### src/rtl/forwarding_unit.sv
// -----------------------------------------------------------------------------
// forwarding_unit
//
// Hazard controller for the five-stage MIPS datapath. Carries decode-stage
// register tags through private ID/EX, EX/MEM and MEM/WB tag registers that
// advance in lockstep with the datapath pipeline registers, then compares them
// to drive the ALU-operand forwarding mux selects and the load-use stall.
// Two saturating event counters report stall cycles and forwarding cycles.
//
// Ports:
//   Clk          pipeline clock, all state updates on the rising edge
//   Rst          synchronous active-high reset
//   ID_Rs/ID_Rt  source register fields of the instruction in ID
//   ID_UsesRs/Rt instruction in ID reads rs/rt as an ALU operand
//   ID_WriteReg  destination register of the instruction in ID
//   ID_RegWrite  instruction in ID writes the register file
//   ID_MemRead   instruction in ID is a load
//   Flush        squash the instruction in ID
//   Stall        load-use hazard: hold PC and IF/ID, bubble ID/EX
//   ForwardA/B   operand mux select: 0 = regfile, 1 = MEM/WB, 2 = EX/MEM
//   StallCount   saturating count of stall cycles
//   FwdCount     saturating count of cycles with any nonzero select
// -----------------------------------------------------------------------------
module forwarding_unit #(
    parameter int unsigned CNT_W = 16
) (
    input  logic             Clk,
    input  logic             Rst,
    input  logic [4:0]       ID_Rs,
    input  logic [4:0]       ID_Rt,
    input  logic             ID_UsesRs,
    input  logic             ID_UsesRt,
    input  logic [4:0]       ID_WriteReg,
    input  logic             ID_RegWrite,
    input  logic             ID_MemRead,
    input  logic             Flush,
    output logic             Stall,
    output logic [1:0]       ForwardA,
    output logic [1:0]       ForwardB,
    output logic [CNT_W-1:0] StallCount,
    output logic [CNT_W-1:0] FwdCount
);

    localparam logic [1:0] SelRegFile = 2'd0;
    localparam logic [1:0] SelMemWb   = 2'd1;
    localparam logic [1:0] SelExMem   = 2'd2;

    // EX stage tags
    logic [4:0] ex_rs_q;
    logic [4:0] ex_rt_q;
    logic       ex_uses_rs_q;
    logic       ex_uses_rt_q;
    logic [4:0] ex_write_reg_q;
    logic       ex_reg_write_q;
    logic       ex_mem_read_q;

    // MEM stage tags
    logic [4:0] mem_write_reg_q;
    logic       mem_reg_write_q;
    logic       mem_mem_read_q;

    // WB stage tags
    logic [4:0] wb_write_reg_q;
    logic       wb_reg_write_q;

    logic       stall_rs;
    logic       stall_rt;
    logic       mem_fwd_ok;
    logic       wb_fwd_ok;
    logic       fwd_event;

    // Load-use detection against the load currently in EX.
    always_comb begin
        stall_rs = ID_UsesRs && (ID_Rs == ex_write_reg_q);
        stall_rt = ID_UsesRt && (ID_Rt == ex_write_reg_q);
        Stall    = !Flush && ex_mem_read_q && ex_reg_write_q &&
                   (ex_write_reg_q != 5'd0) && (stall_rs || stall_rt);
    end

    // Selects depend only on tag registers so they never glitch with ID inputs.
    // A load in MEM has no result on the EX/MEM bus yet; the stall already keeps
    // a bubble between it and any consumer, the qualifier just makes that explicit.
    always_comb begin
        mem_fwd_ok = mem_reg_write_q && !mem_mem_read_q && (mem_write_reg_q != 5'd0);
        wb_fwd_ok  = wb_reg_write_q && (wb_write_reg_q != 5'd0);

        ForwardA = SelRegFile;
        if (mem_fwd_ok && ex_uses_rs_q && (mem_write_reg_q == ex_rs_q)) begin
            ForwardA = SelExMem;
        end else if (wb_fwd_ok && ex_uses_rs_q && (wb_write_reg_q == ex_rs_q)) begin
            ForwardA = SelMemWb;
        end

        ForwardB = SelRegFile;
        if (mem_fwd_ok && ex_uses_rt_q && (mem_write_reg_q == ex_rt_q)) begin
            ForwardB = SelExMem;
        end else if (wb_fwd_ok && ex_uses_rt_q && (wb_write_reg_q == ex_rt_q)) begin
            ForwardB = SelMemWb;
        end

        fwd_event = (ForwardA != SelRegFile) || (ForwardB != SelRegFile);
    end

    always_ff @(posedge Clk) begin
        if (Rst) begin
            ex_rs_q         <= 5'd0;
            ex_rt_q         <= 5'd0;
            ex_uses_rs_q    <= 1'b0;
            ex_uses_rt_q    <= 1'b0;
            ex_write_reg_q  <= 5'd0;
            ex_reg_write_q  <= 1'b0;
            ex_mem_read_q   <= 1'b0;
            mem_write_reg_q <= 5'd0;
            mem_reg_write_q <= 1'b0;
            mem_mem_read_q  <= 1'b0;
            wb_write_reg_q  <= 5'd0;
            wb_reg_write_q  <= 1'b0;
            StallCount      <= '0;
            FwdCount        <= '0;
        end else begin
            wb_write_reg_q  <= mem_write_reg_q;
            wb_reg_write_q  <= mem_reg_write_q;

            mem_write_reg_q <= ex_write_reg_q;
            mem_reg_write_q <= ex_reg_write_q;
            mem_mem_read_q  <= ex_mem_read_q;

            if (Stall || Flush) begin
                ex_rs_q        <= 5'd0;
                ex_rt_q        <= 5'd0;
                ex_uses_rs_q   <= 1'b0;
                ex_uses_rt_q   <= 1'b0;
                ex_write_reg_q <= 5'd0;
                ex_reg_write_q <= 1'b0;
                ex_mem_read_q  <= 1'b0;
            end else begin
                ex_rs_q        <= ID_Rs;
                ex_rt_q        <= ID_Rt;
                ex_uses_rs_q   <= ID_UsesRs;
                ex_uses_rt_q   <= ID_UsesRt;
                ex_write_reg_q <= ID_WriteReg;
                ex_reg_write_q <= ID_RegWrite;
                ex_mem_read_q  <= ID_MemRead;
            end

            // Saturate at all-ones instead of wrapping.
            if (Stall && (StallCount != {CNT_W{1'b1}})) begin
                StallCount <= StallCount + CNT_W'(1);
            end
            if (fwd_event && (FwdCount != {CNT_W{1'b1}})) begin
                FwdCount <= FwdCount + CNT_W'(1);
            end
        end
    end

endmodule

### config.mk
export PLATFORM = sky130hd
export DESIGN_NAME = forwarding_unit
export DESIGN_NICKNAME = d
export VERILOG_FILES = /design/src/rtl/forwarding_unit.sv
export SDC_FILE = /design/constraint.sdc
export NUM_CORES = 1
export LEC_CHECK = 0
export ABC_AREA = 1
export BUFFER_PORTS_ARGS = -buffer_cell sky130_fd_sc_hd__clkbuf_2
export CORE_MARGIN = 2
export CORE_UTILIZATION = 55
export CTS_BUF_LIST = sky130_fd_sc_hd__clkbuf_4 sky130_fd_sc_hd__clkbuf_8
export CTS_CLUSTER_SIZE = 10
export DETAILED_ROUTE_END_ITERATION = 12
export PLACE_DENSITY = 0.86
export REMOVE_ABC_BUFFERS = 1
export SLEW_MARGIN = 25
export SYNTH_ARGS = -nofsm -noshare
export SYNTH_HDL_FRONTEND = slang
export SYNTH_SLANG_ARGS = --single-unit
export TNS_END_PERCENT = 10
### constraint.sdc
create_clock -name Clk -period 4.1 [get_ports Clk]
set_input_delay 0.82 -clock Clk [delete_from_list [all_inputs] [get_ports Clk]]
set_output_delay 0.82 -clock Clk [all_outputs]
set_load 0.01 [all_outputs]
Word-level counts from Yosys, hierarchy flattened:

Cells that the tools add are included.

* $add $sub $neg: 2
* equal/unequal tests: 8
* mux-type cells: 4
* reductions and logical operators: 30

Operators with widths (number)
* 16-bit by 1-bit adder with 16-bit output, second input constant: 2
* 16-bit inequality test, second input constant: 2
* 5-bit equality test: 6
* 1-bit logical AND: 19
* 5-bit nonzero test: 3
* 2-bit 2-to-1 mux: 2
* 2-bit nonzero test: 2
* 1-bit logical OR: 3
* 1-bit zero test: 2
* 1-bit 2-to-1 mux: 2
* 2-bit OR reduction: 1

* register bits after elaboration: 64
* bits of input ports: 22
* output and inout bits: 37

Logic depth before layout (Yosys ltp):

* depth in word-level cells: 9
* gate-level depth with buffers: 12
* gate-level depth less buffers: 12

Worst setup path after synthesis:

No wires, ideal clock.

* path type: input-to-output
* from: input port ID_Rs[2]
* to: output port Stall
* arrival time: 1.522 ns
* slack: 1.758 ns
* stages on the path: 7
* cell sequence: inv_1 > nor2_1 > nor3_1 > nand3_1 > nand2_2 > nand2_2 > inv_2

* longest elaborated chain between the ends: 4

Ends and longest elaborated chain
* start, declared: RTL line 29 `input logic [4:0] ID_Rs,`
* 5-bit equality test: RTL line 74 `stall_rs = ID_UsesRs && (ID_Rs == ex_write_reg_q);`
* 1-bit logical AND: RTL line 74
* 1-bit logical OR: RTL line 77 `(ex_write_reg_q != 5'd0) && (stall_rs || stall_rt);`
* 1-bit logical AND: RTL line 77
* end, declared: RTL line 37 `output logic Stall,`

Every way passes these cells.

Worst setup path in the final report:

* from: input port ID_Rt[4]
* to: output port Stall

* longest elaborated chain between the ends: 4

Ends and longest elaborated chain
* start, declared: RTL line 30 `input logic [4:0] ID_Rt,`
* 5-bit equality test: RTL line 75 `stall_rt = ID_UsesRt && (ID_Rt == ex_write_reg_q);`
* 1-bit logical AND: RTL line 75
* 1-bit logical OR: RTL line 77
* 1-bit logical AND: RTL line 77

Every way passes these cells.

==> summary.txt <==
Status: completed
Initial Util: 0.570
Vias in the first global route: 3000
Initial antenna violation count: 0
Arrival @ worst endpoint: 1.89 ns
Worst Setup Slack, final: 1.39 ns
CP Capture Point: Stall
Final period utilization: 0.662
Clock-pin slew on the worst setup and hold paths: 0.07 ns
# DRC: 0
Setup repair bufs after CTS: 0
P_leak: 1.92 nW
Relative slew slack: 0.620
Leading cell type in the layout, fill and taps excluded: nand2_1
Post-Syn Instances: 516
Worst-Margin Slew: 0.566 ns
Max FO, Critical Path: 6
Yosys reg bits: 64
Wire per inst: 11.8 um
Power, Total: 1.32 mW
ANT nets after route: 0
Die H: 82.5 um
Post-route core utilization: 0.661
Routed wl met3: 520 um
Synth cell types: 33
Hold buffers post-CTS: 0
Ys Warns: 0
Crit path required time: 3.28 ns
Grt total ovfl: 0
Flop pwr share: 0.484
Detail Route met2 WL: 3820 um
Metal-1 WL: 3390 um
Fin Hold WS: 0.425 ns
Register area share after synthesis: 0.378
Worst setup EP type: primary output
Largest area contributor in the netlist: dfxtp_1
Antenna cell count: 0
I/O pins: 59
Final net count: 601
Max cap viols: 0
Hold Fails Final Rpt: 0
Ranking of synthesized cells by area: dfxtp_1, nand2_1, nor2_1
Internal power: 1.01 mW
Detailed Place HPWL: 5580 um
Sw frac: 0.235
WS Path Type: in -> out
Worst r2r src: FwdCount[0]
CTS Buf Count: 9
1st-iter DRT viols: 216
Setup repair after global routing missed its margin: no
Area Overhead vs Synth: 16.1%
Cell area after layout: 3940 um2
Layout cell share with drive strength beyond 1: 0.201
Max layer used: met4
Cell Rows: 28
Comb power frac: 0.057
Placeable Area: 5960 um2
Yosys top cell area share: 0.378
First-pass GRT wire length: 13000 um
Clock network latency to the later pin of the worst-skew pair: 0.33 ns
DR pass1 iterations: 5
Max-slew violation count: 0
Worst Hold Class: reg -> reg
Via count: 3323
Tmin final: 2.71 ns
Port Buffers: 58
Fmax: 0.369 GHz
Flop2flop setup slack: 2.02 ns
R2R cell count: 12
Non-Filler Instances: 657
Post-synthesis cell area: 3390 um2
Die X: 82.5 um
Clock sinks: 64
Avg Synthesized Cell Area: 6.58 um2
Maximum vdd drop: 257 uV
Largest net degree at the start of global routing: 31
GRT Total Usage: 0.245
Clock power share: 0.459
Routed WL: 7750 um
Final setup TNS: 0 ns
Place WS: 1.39 ns
FF-to-FF End: FwdCount[6]
FILL cells: 550
Root buf cell: clkbuf_8
CP Launch Point: ID_Rt[4]
Clock tree buffer depth: 2
Power Density: 336 nW/um2
Gp weighted congestion: 0.914
Placed cells: 641
Die area: 6810 um2
Final setup violation count: 0
Post_cts resized: 0
Final Skew: 0.00773 ns
DR vias/cell: 5.06
CTS tree: built
Commonest cells after routing, fill and taps aside: nand2_1, nor2_1, inv_1
H-tree depth: 3
Placed cell area: 3710 um2
Psw: 311 uW
CP startpoint kind: input pin
-- layout make-up --
class / instances / area (um2) / area share
clock buffer: 10 / 131 / 0.0334
clock inverter: 6 / 92.6 / 0.0235
inverter: 84 / 315 / 0.0801
multi-input combinational: 359 / 1730 / 0.438
tap: 75 / 93.8 / 0.0238
timing repair buffer: 59 / 298 / 0.0756
sequential: 64 / 1280 / 0.325
-- synthesized netlist by cell type --
cell        n
nand4_4     2
nor3_2      1
buf_2       1
nand3_2     1
o21ai_1     1
buf_6       1
clkinv_1    1
nor2_4      2
buf_12      1
nand4_2     1
nor2_2      1
nor4_1      2
nand3_4     2
buf_4       3
a21oi_1    20
dfxtp_1    64
buf_1       2
nand2_4     1
o21bai_1    1
nand2_1   122
xor2_1      8
clkbuf_1    1
inv_1      68
nor2_1    111
nand4_1     7
nand3_1    43
nand2_2     6
inv_2      15
a21oi_2    10
ha_1        2
nor3_1      6
o21ai_0     3
xnor2_1     6
-- registers in the layout, summed over array words and instances (netlist names) --
register / flops
wb_reg_write_q: 1
StallCount: 16
ex_write_reg_q: 5
wb_write_reg_q: 5
mem_reg_write_q: 1
ex_rs_q: 5
ex_mem_read_q: 1
ex_reg_write_q: 1
ex_uses_rt_q: 1
FwdCount: 16
mem_write_reg_q: 5
ex_uses_rs_q: 1
mem_mem_read_q: 1
ex_rt_q: 5
-- power groups by stage --
stage               Sequential [mW]  Combinational [mW]  Clock, mW
floorplan                     0.652              0.0456          0
global placement              0.654              0.0717          0
detailed placement            0.655              0.0735          0
CTS                           0.640              0.0742      0.619
global route                  0.642              0.0853      0.644
finish                        0.641              0.0747      0.608
-- per-layer routing --
layer / vias to the layer above / global-route usage
met1: 1493 / 0.305
met4: 0 / 0.0672
met3: 4 / 0.0565
met5: - / 0
li1: 1708 / -
met2: 118 / 0.424
-- how the worst min path moves through the flow --
stage,start,to,slack (ns),cells after the start
floorplan,ex_reg_write_q,mem_reg_write_q,0.40,2
global placement,ex_reg_write_q,mem_reg_write_q,0.41,2
detailed placement,ex_reg_write_q,mem_reg_write_q,0.41,2
CTS,ex_mem_read_q,mem_mem_read_q,0.43,2
global route,ex_mem_read_q,mem_mem_read_q,0.45,2
finish,ex_reg_write_q,mem_reg_write_q,0.42,2
-- worst max-delay path, cell delays in order --
cell	delay, ns
clkbuf_2	0.09
inv_1	0.06
nor2_1	0.05
nor3_1	0.22
nand3_1	0.13
nand2_2	0.18
nand2_2	0.13
inv_2	0.09
clkbuf_2	0.13
-- cells by family (layout without fill, tap and decap cells) --
kind of cell,Yosys count,count (layout),synth area share
buffers and inverters,93,159,0.114
xor gates and xnor gates,14,14,0.0361
adders and majority gates,2,2,0.00737
DFF,64,64,0.378
and+or+nand+nor,308,308,0.402
AOI/OAI and AO/OA,35,35,0.0634
No activity file was read; power rests on OpenSTA's default activity.
